[config.mk]
export PLATFORM = sky130hd
export DESIGN_NAME = prl_hard_reset_rx_flat
export DESIGN_NICKNAME = d
export VERILOG_FILES = /design/src/rtl/prl_hard_reset_rx_if.sv /design/src/rtl/prl_hard_reset_rx.sv /design/src/flat_wrapper.sv
export SDC_FILE = /design/constraint.sdc
export NUM_CORES = 1
export LEC_CHECK = 0
export ABC_AREA = 1
export BUFFER_PORTS_ARGS = -buffer_cell sky130_fd_sc_hd__buf_2
export CAP_MARGIN = 30
export CORE_AREA = 2 2 52 54
export CTS_BUF_LIST = sky130_fd_sc_hd__clkbuf_8
export CTS_CLUSTER_DIAMETER = 150
export CTS_CLUSTER_SIZE = 16
export DETAILED_ROUTE_END_ITERATION = 6
export DIE_AREA = 0 0 54 56
export HOLD_SLACK_MARGIN = 0.05
export PLACE_DENSITY = 0.85
export SETUP_SLACK_MARGIN = 0.2
export SYNTH_ARGS = -nofsm -noshare
export SYNTH_HDL_FRONTEND = slang
export SYNTH_SLANG_ARGS = --single-unit
[constraint.sdc]
create_clock -name CLK -period 2.7 [get_ports CLK]
set_input_delay 0 -clock CLK [delete_from_list [all_inputs] [get_ports CLK]]
set_output_delay 0 -clock CLK [all_outputs]
set_load 0.02 [all_outputs]
[src/rtl/prl_hard_reset_rx_if.sv]
// Bundle of PHY, TCPC register and policy-engine signals around the Hard Reset receiver.
// master drives the receiver's inputs; slave is the receiver itself.
interface prl_hard_reset_rx_if;
  logic        PHY_rx_hard_reset;
  logic        PHY_rx_cable_reset;
  logic [7:0]  RECEIVE_DETECT;
  logic [15:0] ALERT_clear;
  logic        PE_hard_reset_done;
  logic [15:0] ALERT;
  logic        RECEIVE_DETECT_clear;
  logic [7:0]  RECEIVE_BYTE_COUNT;
  logic        prl_layer_reset;
  logic        rx_buffer_flush;
  logic        PE_hard_reset_ind;
  logic        rx_is_cable;
  logic        hr_busy;
  logic        hr_done;
  logic        hr_timeout;
`ifdef HR_RX_EVENT_COUNT_EN
  logic [7:0]  hr_event_count;
`endif

  modport master (
    output PHY_rx_hard_reset, PHY_rx_cable_reset, RECEIVE_DETECT, ALERT_clear, PE_hard_reset_done,
    input  ALERT, RECEIVE_DETECT_clear, RECEIVE_BYTE_COUNT, prl_layer_reset, rx_buffer_flush,
           PE_hard_reset_ind, rx_is_cable, hr_busy, hr_done, hr_timeout
`ifdef HR_RX_EVENT_COUNT_EN
    , input hr_event_count
`endif
  );

  modport slave (
    input  PHY_rx_hard_reset, PHY_rx_cable_reset, RECEIVE_DETECT, ALERT_clear, PE_hard_reset_done,
    output ALERT, RECEIVE_DETECT_clear, RECEIVE_BYTE_COUNT, prl_layer_reset, rx_buffer_flush,
           PE_hard_reset_ind, rx_is_cable, hr_busy, hr_done, hr_timeout
`ifdef HR_RX_EVENT_COUNT_EN
    , output hr_event_count
`endif
  );
endinterface

[src/rtl/prl_hard_reset_rx.sv]
// Receive-side Hard/Cable Reset handler: resets PRL, flushes RX, raises ALERT, handshakes with PE (HR_RX_EVENT_COUNT_EN adds hr_event_count).
// Latency: accepted pulse at edge k -> prl_layer_reset in k+1, PE_hard_reset_ind and ALERT[3] in k+2.
// No backpressure: pulses arriving while busy are dropped; PE done or timeout ends the sequence.
module prl_hard_reset_rx #(
  parameter int TIMEOUT_CYCLES = 1000,
  parameter int TIMER_W        = 10
) (
  input logic                CLK,
  input logic                reset,
  prl_hard_reset_rx_if.slave bus
);

  typedef enum logic [4:0] {
    IDLE        = 5'b00001,
    RESET_LAYER = 5'b00010,
    INDICATE    = 5'b00100,
    WAIT_PE     = 5'b01000,
    COMPLETE    = 5'b10000
  } state_t;

  localparam logic [TIMER_W-1:0] TMR_LAST = TIMER_W'(TIMEOUT_CYCLES - 1);

  state_t             state, state_nxt;
  logic [TIMER_W-1:0] timer, timer_nxt;
  logic               alert_hr, alert_hr_nxt;
  logic               is_cable, is_cable_nxt;
  logic               timeout, timeout_nxt;
  logic [7:0]         byte_count, byte_count_nxt;
  logic               accept_hr, accept_cr, accept;

  assign accept_hr = bus.PHY_rx_hard_reset  & bus.RECEIVE_DETECT[5];
  assign accept_cr = bus.PHY_rx_cable_reset & bus.RECEIVE_DETECT[6];
  assign accept    = (state == IDLE) & (accept_hr | accept_cr);

  always_ff @(posedge CLK) begin
    if (!reset) begin
      state      <= IDLE;
      timer      <= '0;
      alert_hr   <= 1'b0;
      is_cable   <= 1'b0;
      timeout    <= 1'b0;
      byte_count <= 8'h00;
    end else begin
      state      <= state_nxt;
      timer      <= timer_nxt;
      alert_hr   <= alert_hr_nxt;
      is_cable   <= is_cable_nxt;
      timeout    <= timeout_nxt;
      byte_count <= byte_count_nxt;
    end
  end

  always_comb begin
    state_nxt      = state;
    timer_nxt      = timer;
    is_cable_nxt   = is_cable;
    timeout_nxt    = timeout;
    byte_count_nxt = byte_count;
    // W1C clear loses to a set landing in the same cycle
    alert_hr_nxt   = alert_hr & ~bus.ALERT_clear[3];
    case (state)
      IDLE: begin
        if (accept) begin
          state_nxt    = RESET_LAYER;
          is_cable_nxt = accept_cr;
          timeout_nxt  = 1'b0;
        end
      end
      RESET_LAYER: begin
        state_nxt      = INDICATE;
        alert_hr_nxt   = 1'b1;
        byte_count_nxt = 8'h00;
      end
      INDICATE: begin
        state_nxt = WAIT_PE;
        timer_nxt = '0;
      end
      WAIT_PE: begin
        if (bus.PE_hard_reset_done) begin
          state_nxt = COMPLETE;
        end else if (timer == TMR_LAST) begin
          state_nxt   = COMPLETE;
          timeout_nxt = 1'b1;
        end else begin
          timer_nxt = timer + 1'b1;
        end
      end
      COMPLETE: state_nxt = IDLE;
      default:  state_nxt = IDLE;
    endcase
  end

  assign bus.ALERT                = {12'h000, alert_hr, 3'b000};
  assign bus.prl_layer_reset      = (state == RESET_LAYER);
  assign bus.rx_buffer_flush      = (state == RESET_LAYER);
  assign bus.RECEIVE_DETECT_clear = (state == RESET_LAYER);
  assign bus.PE_hard_reset_ind    = (state == INDICATE);
  assign bus.hr_done              = (state == COMPLETE);
  assign bus.hr_busy              = (state != IDLE);
  assign bus.rx_is_cable          = is_cable;
  assign bus.hr_timeout           = timeout;
  assign bus.RECEIVE_BYTE_COUNT   = byte_count;

`ifdef HR_RX_EVENT_COUNT_EN
  logic [7:0] evt_cnt;
  always_ff @(posedge CLK) begin
    if (!reset)                        evt_cnt <= 8'h00;
    else if (accept && evt_cnt != 8'hFF) evt_cnt <= evt_cnt + 8'h01;
  end
  assign bus.hr_event_count = evt_cnt;
`endif

  logic unused_bits;
  assign unused_bits = ^{bus.RECEIVE_DETECT[7], bus.RECEIVE_DETECT[4:0],
                         bus.ALERT_clear[15:4], bus.ALERT_clear[2:0]};

endmodule

[src/flat_wrapper.sv]
// flat-port wrapper written by rule: the top's interface ports become plain ports
module prl_hard_reset_rx_flat 
#(
  parameter int TIMEOUT_CYCLES = 1000,
  parameter int TIMER_W        = 10
)
  (CLK, reset, bus_PHY_rx_hard_reset, bus_PHY_rx_cable_reset, bus_RECEIVE_DETECT, bus_ALERT_clear, bus_PE_hard_reset_done, bus_ALERT, bus_RECEIVE_DETECT_clear, bus_RECEIVE_BYTE_COUNT, bus_prl_layer_reset, bus_rx_buffer_flush, bus_PE_hard_reset_ind, bus_rx_is_cable, bus_hr_busy, bus_hr_done, bus_hr_timeout);
  prl_hard_reset_rx_if bus_i ();
  input logic CLK;
  input logic reset;
  input wire logic [$bits(bus_i.PHY_rx_hard_reset)-1:0] bus_PHY_rx_hard_reset;
  input wire logic [$bits(bus_i.PHY_rx_cable_reset)-1:0] bus_PHY_rx_cable_reset;
  input wire logic [$bits(bus_i.RECEIVE_DETECT)-1:0] bus_RECEIVE_DETECT;
  input wire logic [$bits(bus_i.ALERT_clear)-1:0] bus_ALERT_clear;
  input wire logic [$bits(bus_i.PE_hard_reset_done)-1:0] bus_PE_hard_reset_done;
  output wire logic [$bits(bus_i.ALERT)-1:0] bus_ALERT;
  output wire logic [$bits(bus_i.RECEIVE_DETECT_clear)-1:0] bus_RECEIVE_DETECT_clear;
  output wire logic [$bits(bus_i.RECEIVE_BYTE_COUNT)-1:0] bus_RECEIVE_BYTE_COUNT;
  output wire logic [$bits(bus_i.prl_layer_reset)-1:0] bus_prl_layer_reset;
  output wire logic [$bits(bus_i.rx_buffer_flush)-1:0] bus_rx_buffer_flush;
  output wire logic [$bits(bus_i.PE_hard_reset_ind)-1:0] bus_PE_hard_reset_ind;
  output wire logic [$bits(bus_i.rx_is_cable)-1:0] bus_rx_is_cable;
  output wire logic [$bits(bus_i.hr_busy)-1:0] bus_hr_busy;
  output wire logic [$bits(bus_i.hr_done)-1:0] bus_hr_done;
  output wire logic [$bits(bus_i.hr_timeout)-1:0] bus_hr_timeout;
  assign bus_i.PHY_rx_hard_reset = bus_PHY_rx_hard_reset;
  assign bus_i.PHY_rx_cable_reset = bus_PHY_rx_cable_reset;
  assign bus_i.RECEIVE_DETECT = bus_RECEIVE_DETECT;
  assign bus_i.ALERT_clear = bus_ALERT_clear;
  assign bus_i.PE_hard_reset_done = bus_PE_hard_reset_done;
  assign bus_ALERT = bus_i.ALERT;
  assign bus_RECEIVE_DETECT_clear = bus_i.RECEIVE_DETECT_clear;
  assign bus_RECEIVE_BYTE_COUNT = bus_i.RECEIVE_BYTE_COUNT;
  assign bus_prl_layer_reset = bus_i.prl_layer_reset;
  assign bus_rx_buffer_flush = bus_i.rx_buffer_flush;
  assign bus_PE_hard_reset_ind = bus_i.PE_hard_reset_ind;
  assign bus_rx_is_cable = bus_i.rx_is_cable;
  assign bus_hr_busy = bus_i.hr_busy;
  assign bus_hr_done = bus_i.hr_done;
  assign bus_hr_timeout = bus_i.hr_timeout;
  prl_hard_reset_rx #(.TIMEOUT_CYCLES(TIMEOUT_CYCLES), .TIMER_W(TIMER_W)) u_core (.CLK(CLK), .reset(reset), .bus(bus_i));
endmodule
== Word level (Yosys, flattened, before mapping) ==
Cells that the tools add are included.
Storage, ports and cells
  register bits after elaboration: 18
  output and inout bits: 32
  logic and storage cells: 42
Cells by class
  add/subtract/negate cells: 1
  eq/ne operators: 12
  mux-type cells: 12
  bitwise gates (word level): 6
  reduce and logical (&&, ||, !) cells: 6
Operators by type and width (number)
  $mux 10: 2
  $pmux 10 s2: 1
  $pmux 5 s4: 1
  $mux 5: 3
  $add 10x1->10 const B: 1
  $eq 10x10->1 const B: 1
  $eq 5x1->1 const B: 1
  $eq 5x2->1 const B: 1
  $eq 5x3->1 const B: 1
  $eq 5x4->1 const B: 1
  $eq 5x5->1 const B: 1
  $ne 5x1->1 const B: 1
  $and 1x1->1: 4
  $mux 1: 4
  $ne 2x1->1 const B: 2
  $ne 2x2->1 const B: 2
  $reduce_and 2->1: 2
  $reduce_and 4->1: 1
  $reduce_bool 2->1: 2
  $ne 3x2->1 const B: 1
  $reduce_and 3->1: 1
  $pmux 1 s2: 1
  $not 1->1: 1
  $or 1x1->1: 1

== Logic depth before layout (Yosys ltp) ==
Gate-level depths: netlist (run 1).
  word-level depth: 5
  depth in mapped cells: 10
  gate-level depth less buffers: 9

== Worst setup path after synthesis (run 1) ==
Ideal clock, no wire load.
  kind: register to register
  start: register u_core.timer[0]
  end: register u_core.timer[3]
  library setup time: 114 ps
  arrival: 1217 ps
  required time: 2586 ps
  path slack: 1369 ps
  stages on the path, launching flop included: 10
  path buffers: 1
  clock period less this slack: 1331 ps
  path through: dfxtp_1 -> ha_1 -> nand2_2 -> nor2_2 -> nand3_1 -> nand2_1 -> nand2_2 -> buf_6 -> a21oi_1 -> nor2_1
Between the ends
  word-level cells in the longest chain between the ends: 4
Ends and longest elaborated chain
  from (decl): RTL line prl_hard_reset_rx.sv:24  | logic [TIMER_W-1:0] timer, timer_nxt;
  from (signal assigned): RTL line prl_hard_reset_rx.sv:45  | timer <= timer_nxt;
  $add 10x1->10: RTL line prl_hard_reset_rx.sv:85  | timer_nxt = timer + 1'b1;
  $mux 10: RTL line prl_hard_reset_rx.sv:81  | end else if (timer == TMR_LAST) begin
  $mux 10: RTL line prl_hard_reset_rx.sv:79  | if (bus.PE_hard_reset_done) begin
  $pmux 10 s2: RTL line prl_hard_reset_rx.sv:61  | case (state)
Parallel ways exist; a longest one is shown, timed or not. The select of a mux whose other input is x is not followed.
A chain may end at the register's enable or synchronous reset.

== Final worst setup path (run 1) ==
  start: register u_core.timer[0]
  end: register u_core.timer[9]
Same word-level chain as after synthesis.

==> flow_summary.ini, run 1 <==
[placement]
dpl_cell_area_um2 = 1160
place.gp.congestion = 0.876
io_buffers = 16
place_inst = 217
post-place-ws_ns = 0.902
post-dp-hpwl_mm = 1.60

[power_and_ir_drop]
vdd_ir_drop_max_mv = 0.323
combPwrFrac_pct = 15.0
power_frac_seq_pct = 47.0
switching_share_pct = 27.2
internal-power_mw = 0.425
power.density_nw_per_um2 = 462
power.switching_mw = 0.159
p_total_mw = 0.583
leakage_nw = 0.557
pwr-share-clk_pct = 38.0

[clocking]
cts_htree_levels = 1
clock-sinks = 18
root_buffer = clkbuf_8
insertion_delay_ns = 0.26
cts_buffer_depth = 2
clk_pin_slew_worst_paths_ns = 0.07
cts_setup_buffers = 0
cts_tree = built
cts_buffers = 3

[critical_path]
crit_type = register to register
timing.rr.start = u_core.timer[0]
critPathArrivalTime_ns = 1.97
cp-start-kind = register
crit_start = u_core.timer[0]
end_kind = register
crit_fanout = 12
required_ns = 2.86

[finish]
seqCellArea_um2 = 360
nFillCells = 252
diodes = 0
fin_cells = 226
design_area_um2 = 1260
nets = 227
multi_input_area_um2 = 599
area_delta_synth_final_pct = 7.92
drive_gt1_share_pct = 13.3

[die]
coreArea_um2 = 2430
die_area_um2 = 3020
rows = 18
die_x_um = 54
start_util_pct = 48.0
io_pins = 61
die_h_um = 56

[timing]
timing.final.max_slew_violations = 0
setup_viol = 0
hold_viol = 0
clock.fmax_mhz = 551
post-route-period-util_pct = 67.2
rsz0062_at_grt = no
fin_skew_ns = 0.00216
finalSetupTns_ns = 0
min_period_ns = 1.81
setup_ws_ns = 0.886

[min_path]
hp-class = input port to register
holdCritStartpoint = bus_RECEIVE_DETECT[5]

[job]
drv_cap = 0

[yosys]
ys_ff_latch = 18
synthCells = 178
synth_top_area_share_pct = 30.8
synth.area.top_cells = dfxtp_1 31%, buf_4 17%, nand2_1 11%
synth.distinct_cells = 26
syn_area_um2 = 1170
ys_warn_count = 0
ys_seq_area_share_pct = 30.8
yosysTopAreaCell = dfxtp_1
avgSynthCellArea_um2 = 6.57

[drt]
drt_pass1_iterations = 4
drc = 0
wl_per_cell_um = 9.56
drt-total-wl_mm = 2.16
antenna_left = 0
viasPerCell = 4.59
drt_iter0_drc = 30
vias = 1037

[global_routing]
grt_pass1_vias = 882
grt_max_degree = 14
overflow = 0
grt_use_total_pct = 16.0
grt_pass1_wl_mm = 3.65
antenna_found_initial = 0

[run_status]
outcome = finished clean
## final cells by class
class / count / share of cell area (%)
Clock buffer: 4 / 4.37
Inverter: 17 / 5.06
Multi-Input combinational cell: 134 / 47.5
Tap cell: 30 / 2.98
Sequential cell: 18 / 28.6
Timing Repair Buffer: 23 / 11.5
## power by group through the flow
| stage | registers [mW] | logic (mW) | clock network (mW) |
|---|---|---|---|
| 6_report | 0.274 | 0.0875 | 0.221 |
| 3_5_place_dp | 0.280 | 0.0807 | 0 |
| 4_1_cts | 0.274 | 0.0870 | 0.231 |
| 2_1_floorplan | 0.281 | 0.0893 | 0 |
| 5_1_grt | 0.275 | 0.0974 | 0.240 |
| 3_3_place_gp | 0.280 | 0.0794 | 0 |
## critical path, stage by stage (launching register included)
cell	delay, ns
dfxtp_1	0.39
ha_1	0.22
nand2_2	0.09
nor2_2	0.09
nand3_1	0.10
nand2_1	0.32
nand2_2	0.26
a21oi_1	0.20
nor2_1	0.05
## cells in the final DEF, fill, tap and decap left out, types with 2 or more instances in the layout
cell           count
buf_4              2
dlygate4sd3_1      5
nor3_1             3
buf_2             16
a21oi_1           11
nor2_1            27
nand2_1           35
nand3_1           16
dfxtp_1           18
o21ai_1            2
inv_1             17
conb_1            23
nand4_1            3
clkbuf_8           4
nand2_2            3
## cells by family (layout without fill, tap and decap cells)
group,after synthesis,after routing,share of synthesized area (%)
flops,18,18,30.8
compound gates,19,19,9.32
simple gates,91,91,33.5
buf+inv,48,44,24.9
fa+ha+maj,1,1,1.07
other cells,1,23,0.321
## through the flow
| stage | utilization (%) | hold slack (ns) |
|---|---|---|
| floorplan | - | 0.0989 |
| global placement | 47.5 | 0.254 |
| detailed placement | 47.5 | 0.255 |
| CTS | 51.9 | 0.113 |
| global route | 51.9 | 0.132 |
| finish | 51.9 | 0.117 |
## synth_stat cells (all sizes together)
master   n
clkbuf   1
nand2   38
a21boi   1
nor3b    1
dfxtp   18
o211ai   1
buf     30
nor4     1
a22o     1
o21ai    3
conb     1
nand3   16
o21bai   1
and2     1
ha       1
nand4    3
nor2    28
a21oi   11
a22oi    1
nor3     3
inv     17
## worst paths after layout
check                           slack (ns)                endpoint  cells after the start
worst max register to register        0.89         u_core.timer[9]                      8
worst min register to register        0.46  u_core.bus.rx_is_cable                      2
worst max-delay path                  0.89         u_core.timer[9]                      8
worst min-delay path                  0.12         u_core.state[0]                      3
## per-layer routing
layer | global-route usage, % | part of all wire, % | vias to the layer above
met1 | 21.6 | 47 | 449
met4 | 8.57 | 1.9 | 0
met2 | 24.6 | 46 | 35
li1 | - | - | 549
met5 | 0 | 0 | -
met3 | 1.61 | 4.9 | 4
## flip-flops by register name, indices dropped and copies added (netlist names)
| register | flops |
|---|---|
| u_core.alert_hr | 1 |
| u_core.state | 5 |
| u_core.bus.rx_is_cable | 1 |
| u_core.timer | 10 |
| u_core.bus.hr_timeout | 1 |
## what timing repair did
action / in CTS / in global routing
gates resized for setup: 0 / 0
hold endpoints to repair: 6 / 0
hold buffers: 5 / 0
Note: power is estimated with default switching activity, not from simulation.
==> run 2, diff against run 1 <==
--- a/config.mk
+++ b/config.mk
@@ -5,17 +5,17 @@
 export SDC_FILE = /design/constraint.sdc
 export NUM_CORES = 1
 export LEC_CHECK = 0
-export ABC_AREA = 1
+export ABC_AREA = 0
 export BUFFER_PORTS_ARGS = -buffer_cell sky130_fd_sc_hd__buf_2
 export CAP_MARGIN = 30
-export CORE_AREA = 2 2 52 54
+export CORE_AREA = 2 2 56 58
 export CTS_BUF_LIST = sky130_fd_sc_hd__clkbuf_8
 export CTS_CLUSTER_DIAMETER = 150
 export CTS_CLUSTER_SIZE = 16
 export DETAILED_ROUTE_END_ITERATION = 6
-export DIE_AREA = 0 0 54 56
+export DIE_AREA = 0 0 58 60
 export HOLD_SLACK_MARGIN = 0.05
-export PLACE_DENSITY = 0.85
+export PLACE_DENSITY = 0.75
 export SETUP_SLACK_MARGIN = 0.2
 export SYNTH_ARGS = -nofsm -noshare
 export SYNTH_HDL_FRONTEND = slang
==> constraint.sdc (replaced) <==
create_clock -name CLK -period 1.6 [get_ports CLK]
set_input_delay 0 -clock CLK [delete_from_list [all_inputs] [get_ports CLK]]
set_output_delay 0 -clock CLK [all_outputs]
set_load 0.02 [all_outputs]
==> flow_summary.ini, run 2 <==
[clocking]
insertion_delay_ns = 0.26
cts_buffer_depth = 2
clock-sinks = 18
cts_tree = built
root_buffer = clkbuf_8
cts_buffers = 3
clk_pin_slew_worst_paths_ns = 0.07
cts_htree_levels = 1

[finish]
final_cell_mix = 26 x buf_4, 23 x conb_1, 14 x dfxtp_1
fin_cells = 207
top_register = u_core.timer
largest_reg_flops = 10
final_common_cell = buf_4
drive_gt1_share_pct = 40.8
nFillCells = 277
top_regs = u_core.timer (10), u_core.state (5)
nets = 206
diodes = 0
area_delta_synth_final_pct = 36.8

[critical_path]
end_kind = register
crit_type = register to register
critPathArrivalTime_ns = 2.17
required_ns = 1.79
crit_fanout = 5
cp-start-kind = register

[power_and_ir_drop]
power_frac_seq_pct = 45.9
power.density_nw_per_um2 = 666
internal-power_mw = 0.717
combPwrFrac_pct = 22.2
switching_share_pct = 29.1
pwr-share-clk_pct = 31.9
vdd_ir_drop_max_mv = 0.363
power.switching_mw = 0.295
leakage_nw = 0.695

[die]
die_x_um = 58
rows = 20
die_h_um = 60
coreArea_um2 = 2900
start_util_pct = 38.2
die_area_um2 = 3480
io_pins = 61

[yosys]
synth_top_area_share_pct = 32.5
ys_ff_latch = 18
synthTopCellsByCount = 26 x buf_4, 18 x dfxtp_1, 8 x nand2_1, 8 x nor4_1, 6 x inv_1
ys_seq_area_share_pct = 32.5
yosysTopAreaCell = dfxtp_1
synth.distinct_cells = 42
synth.area.top_cells = dfxtp_1 32%, buf_4 18%, nor4_1 4.5%
synth-edff-count = 0
ys_warn_count = 0
syn_area_um2 = 1110
ys.flop_type = dfxtp_1
yosysMostFrequentCell = buf_4
synthCells = 131
ys_async_sr_fraction_pct = 0
avgSynthCellArea_um2 = 8.47

[global_routing]
grt_max_degree = 10
overflow = 0
grt_use_total_pct = 18.2
grt_pass1_vias = 1030
antenna_found_initial = 0
grt_pass1_wl_mm = 4.71

[timing]
hold_viol = 0
rsz0062_at_grt = yes
timing.final.max_slew_violations = 0
fin_skew_ns = 0.000982
fin_hold_ws_ns = 0.0588
min_period_ns = 1.98
setup_viol = 12
clock.fmax_mhz = 505
post-route-period-util_pct = 124
setup_ws_ns = -0.382

[drt]
antenna_left = 0
drt-total-wl_mm = 2.91
drt_pass1_iterations = 4
viasPerCell = 5.33
drt_iter0_drc = 41
vias = 1104
wl_per_cell_um = 14.1
drc = 0

[placement]
io_buffers = 16
place.gp.congestion = 0.859
post-dp-hpwl_mm = 2.12
place_inst = 198

[run_status]
outcome = complete, but fails checks
violations = negative setup slack

[job]
drv_cap = 0

[min_path]
hp-class = input port to register
-- run 2: cell count changes in the layout (fill, tap and decap cells not counted), sizes merged, moves of 4 or more --
cell / before / now
inv: 17 / 6
dlygate4sd3: 5 / 1
nor2: 28 / 5
buf: 18 / 44
nand2: 38 / 8
nor4: 1 / 8
nand3: 16 / 3
or3: 0 / 4
a21oi: 11 / 4
-- run 2: metal layers --
layer / track usage (%) / vias up / share of wire, %
li1: - / 523 / -
met1: 19.9 / 527 / 39
met2: 34.3 / 47 / 55
met3: 3.03 / 7 / 4.5
met4: 8.31 / 0 / 1.4
met5: 0 / - / 0
-- run 2: kinds of logic after synthesis --
group	after synthesis	synth area share, %
multiplexers	3	2.71
AND/OR/NAND/NOR	51	27.4
other	1	0.338
adder cells (fa/ha/maj)	1	1.13
flip-flops	18	32.5
AO/OA/AOI/OAI	23	15.6
buffers and inverters	34	20.4
-- run 2: per-stage QoR --
step	setup TNS, ns	worst slack, ns	utilization [%]	area, um2	total power, mW
5_1_grt	-3.45	-0.399	52.3	1520	1.05
3_3_place_gp	-2.62	-0.350	46.1	1340	0.654
4_1_cts	-2.62	-0.331	51.1	1480	1.00
3_5_place_dp	-2.86	-0.381	46.1	1340	0.658
6_report	-2.73	-0.382	52.3	1520	1.01
2_1_floorplan	-2.10	-0.315	-	1250	0.633
-- run 2: final timing paths --
check	end	cells after the start	slack, ns	from
worst min register to register	u_core.alert_hr	2	0.47	u_core.alert_hr
worst max register to register	u_core.timer[6]	4	-0.38	u_core.state[2]
worst max-delay path	u_core.timer[6]	4	-0.38	u_core.state[2]
worst min-delay path	u_core.bus.hr_timeout	2	0.06	reset
-- run 2: area by class of cell --
class	count	area [um2]	share of cell area [%]
Multi-Input combinational cell	102	714	47.1
Sequential cell	18	365	24.1
Timing Repair Buffer	45	333	21.9
Inverter	6	22.5	1.48
Clock buffer	3	41.3	2.72
Tap cell	33	41.3	2.72
-- run 2: power by group through the flow --
| stage | combinational [mW] | clock (mW) | sequential (mW) |
|---|---|---|---|
| after global placement | 0.182 | 0 | 0.472 |
| after global routing | 0.241 | 0.348 | 0.464 |
| final | 0.225 | 0.323 | 0.464 |
| after floorplan | 0.155 | 0 | 0.478 |
| after detailed placement | 0.186 | 0 | 0.473 |
| after CTS | 0.211 | 0.328 | 0.464 |
-- run 2: timing repair --
item,4_1_cts,5_1_grt
pin swaps,5,4
hold endpoints to repair,1,0
setup endpoints to repair,22,21
gates resized for setup,20,8
hold buffers,1,0
cloned,1,0
setup buffers,2,2
-- run 2: critical path: stages, from the launching register on --
cell	delay (ns)
dfxtp_2	0.32
or4_4	0.55
or3_4	0.38
or4b_1	0.50
a31oi_1	0.17
==> run 3, diff against run 2 <==
--- a/config.mk
+++ b/config.mk
@@ -8,14 +8,14 @@
 export ABC_AREA = 0
 export BUFFER_PORTS_ARGS = -buffer_cell sky130_fd_sc_hd__buf_2
 export CAP_MARGIN = 30
-export CORE_AREA = 2 2 56 58
+export CORE_AREA = 2 2 60 62
 export CTS_BUF_LIST = sky130_fd_sc_hd__clkbuf_8
 export CTS_CLUSTER_DIAMETER = 150
 export CTS_CLUSTER_SIZE = 16
 export DETAILED_ROUTE_END_ITERATION = 6
-export DIE_AREA = 0 0 58 60
+export DIE_AREA = 0 0 62 64
 export HOLD_SLACK_MARGIN = 0.05
-export PLACE_DENSITY = 0.75
+export PLACE_DENSITY = 0.67
 export SETUP_SLACK_MARGIN = 0.2
 export SYNTH_ARGS = -nofsm -noshare
 export SYNTH_HDL_FRONTEND = slang
==> flow_summary.ini, run 3 (synthesis results as in run 2) <==
[run_status]
outcome = complete, but fails checks
violations = negative setup slack

[drt]
viasPerCell = 5.00
drc = 0
wl_per_cell_um = 13.0
drt-total-wl_mm = 2.83
antenna_left = 0
drt_iter0_drc = 33
drt_pass1_iterations = 4
vias = 1089

[critical_path]
required_ns = 1.78
max_stage_delay_ns = 0.54
end_kind = register
crit_path_top_delay_cell = or4_4
cp-start-kind = register
critPathArrivalTime_ns = 2.13
crit_type = register to register
crit_chain = or4_4 > or3_4 > or4b_1 > a31oi_1
crit_fanout = 6

[power_and_ir_drop]
power.switching_mw = 0.282
leakage_nw = 0.682
power_frac_seq_pct = 47.0
pwr-share-clk_pct = 31.7
power.density_nw_per_um2 = 645
internal-power_mw = 0.706
switching_share_pct = 28.5
vdd_ir_drop_max_mv = 0.200
combPwrFrac_pct = 21.3

[global_routing]
grt_max_degree = 10
overflow = 0
antenna_found_initial = 0
grt_pass1_wl_mm = 4.26
grt_pass1_vias = 991
grt_use_total_pct = 14.4

[timing]
clock.fmax_mhz = 513
hold_viol = 0
setup_ws_ns = -0.348
fin_hold_ws_ns = 0.0724
setup_viol = 13
rsz0062_at_grt = yes
min_period_ns = 1.95
max_slew_margin_pct = 56.0
finalSetupTns_ns = -2.98
timing_worst_slew_pin_value_ns = 0.660
timing.final.max_slew_violations = 0
fin_skew_ns = 0.00233
post-route-period-util_pct = 122

[finish]
top_regs = u_core.timer (10), u_core.state (5)
final_common_cell = buf_4
drive_gt1_share_pct = 39.0
nets = 204
fin_cells = 218
diodes = 0
area_delta_synth_final_pct = 38.0
design_area_um2 = 1530
top_register = u_core.timer
final_cell_mix = 24 x buf_4, 23 x conb_1, 16 x dfxtp_1
largest_reg_flops = 10

[die]
die_x_um = 62
rows = 21
die_area_um2 = 3970
io_pins = 61
coreArea_um2 = 3280
die_h_um = 64
start_util_pct = 33.8

[clocking]
cts_buffers = 3
cts_htree_levels = 1
insertion_delay_ns = 0.25
cts_buffer_depth = 2
root_buffer = clkbuf_8
clk_pin_slew_worst_paths_ns = 0.07
clock-sinks = 18
cts_tree = built

[placement]
dpl_cell_area_um2 = 1340
place.gp.congestion = 0.910
place_inst = 209
post-place-ws_ns = -0.427
io_buffers = 16
post-dp-hpwl_mm = 1.99

[min_path]
hp-class = input port to register

[job]
drv_cap = 0
-- run 3: cell count changes in the layout (fill, tap and decap cells not counted), sizes merged --
cell  previous run  this run
buf             44        42
-- run 3: power by group through the flow --
| stage | clock network (mW) | logic, mW | registers, mW |
|---|---|---|---|
| 2_1_floorplan | 0 | 0.155 | 0.478 |
| 3_3_place_gp | 0 | 0.171 | 0.472 |
| 3_5_place_dp | 0 | 0.174 | 0.473 |
| 4_1_cts | 0.326 | 0.192 | 0.463 |
| 5_1_grt | 0.342 | 0.226 | 0.465 |
| 6_report | 0.313 | 0.210 | 0.464 |
-- run 3: cell type report --
type | count | area (um2)
inverters | 6 | 22.5
multi-input cells | 102 | 736
clock buffers | 3 | 41.3
well taps | 46 | 57.6
fillers | 319 | 1750
repair buffers | 43 | 312
flip-flops and latches | 18 | 363
-- run 3: worst paths after layout --
path	cells past startpoint	slack, ns	end	from
min	2	0.07	u_core.bus.hr_timeout	reset
max	4	-0.35	u_core.timer[6]	u_core.state[4]
min reg2reg	2	0.47	u_core.alert_hr	u_core.alert_hr
max reg2reg	4	-0.35	u_core.timer[6]	u_core.state[4]
-- run 3: critical path, delay by kind of cell (launching register included) --
family          cells  cell delay, ns
flops               1            0.32
compound gates      1            0.16
simple gates        3            1.40
-- run 3: timing repair --
item	in CTS	in global routing
pin swaps	4	8
resized for setup	10	14
buffers inserted	1	3
gates cloned	1	0
hold buffers	1	0
endpoints found under the setup margin	19	20
hold endpoints to repair	1	0
-- run 3: per-layer routing --
| layer | up-vias | global-route usage (%) | share of wire, % | routed length (um) |
|---|---|---|---|---|
| met1 | 529 | 16.1 | 40 | 1140 |
| met4 | 0 | 4.79 | 0.28 | 8 |
| met5 | - | 0 | 0 | 0 |
| li1 | 520 | - | - | - |
| met2 | 38 | 26.2 | 54 | 1520 |
| met3 | 2 | 2.43 | 5.8 | 165 |
-- run 3: metrics by stage --
step	utilization (%)	power (mW)
2_1_floorplan	-	0.633
3_3_place_gp	40.8	0.643
3_5_place_dp	40.8	0.647
4_1_cts	44.3	0.981
5_1_grt	46.6	1.03
6_report	46.6	0.987
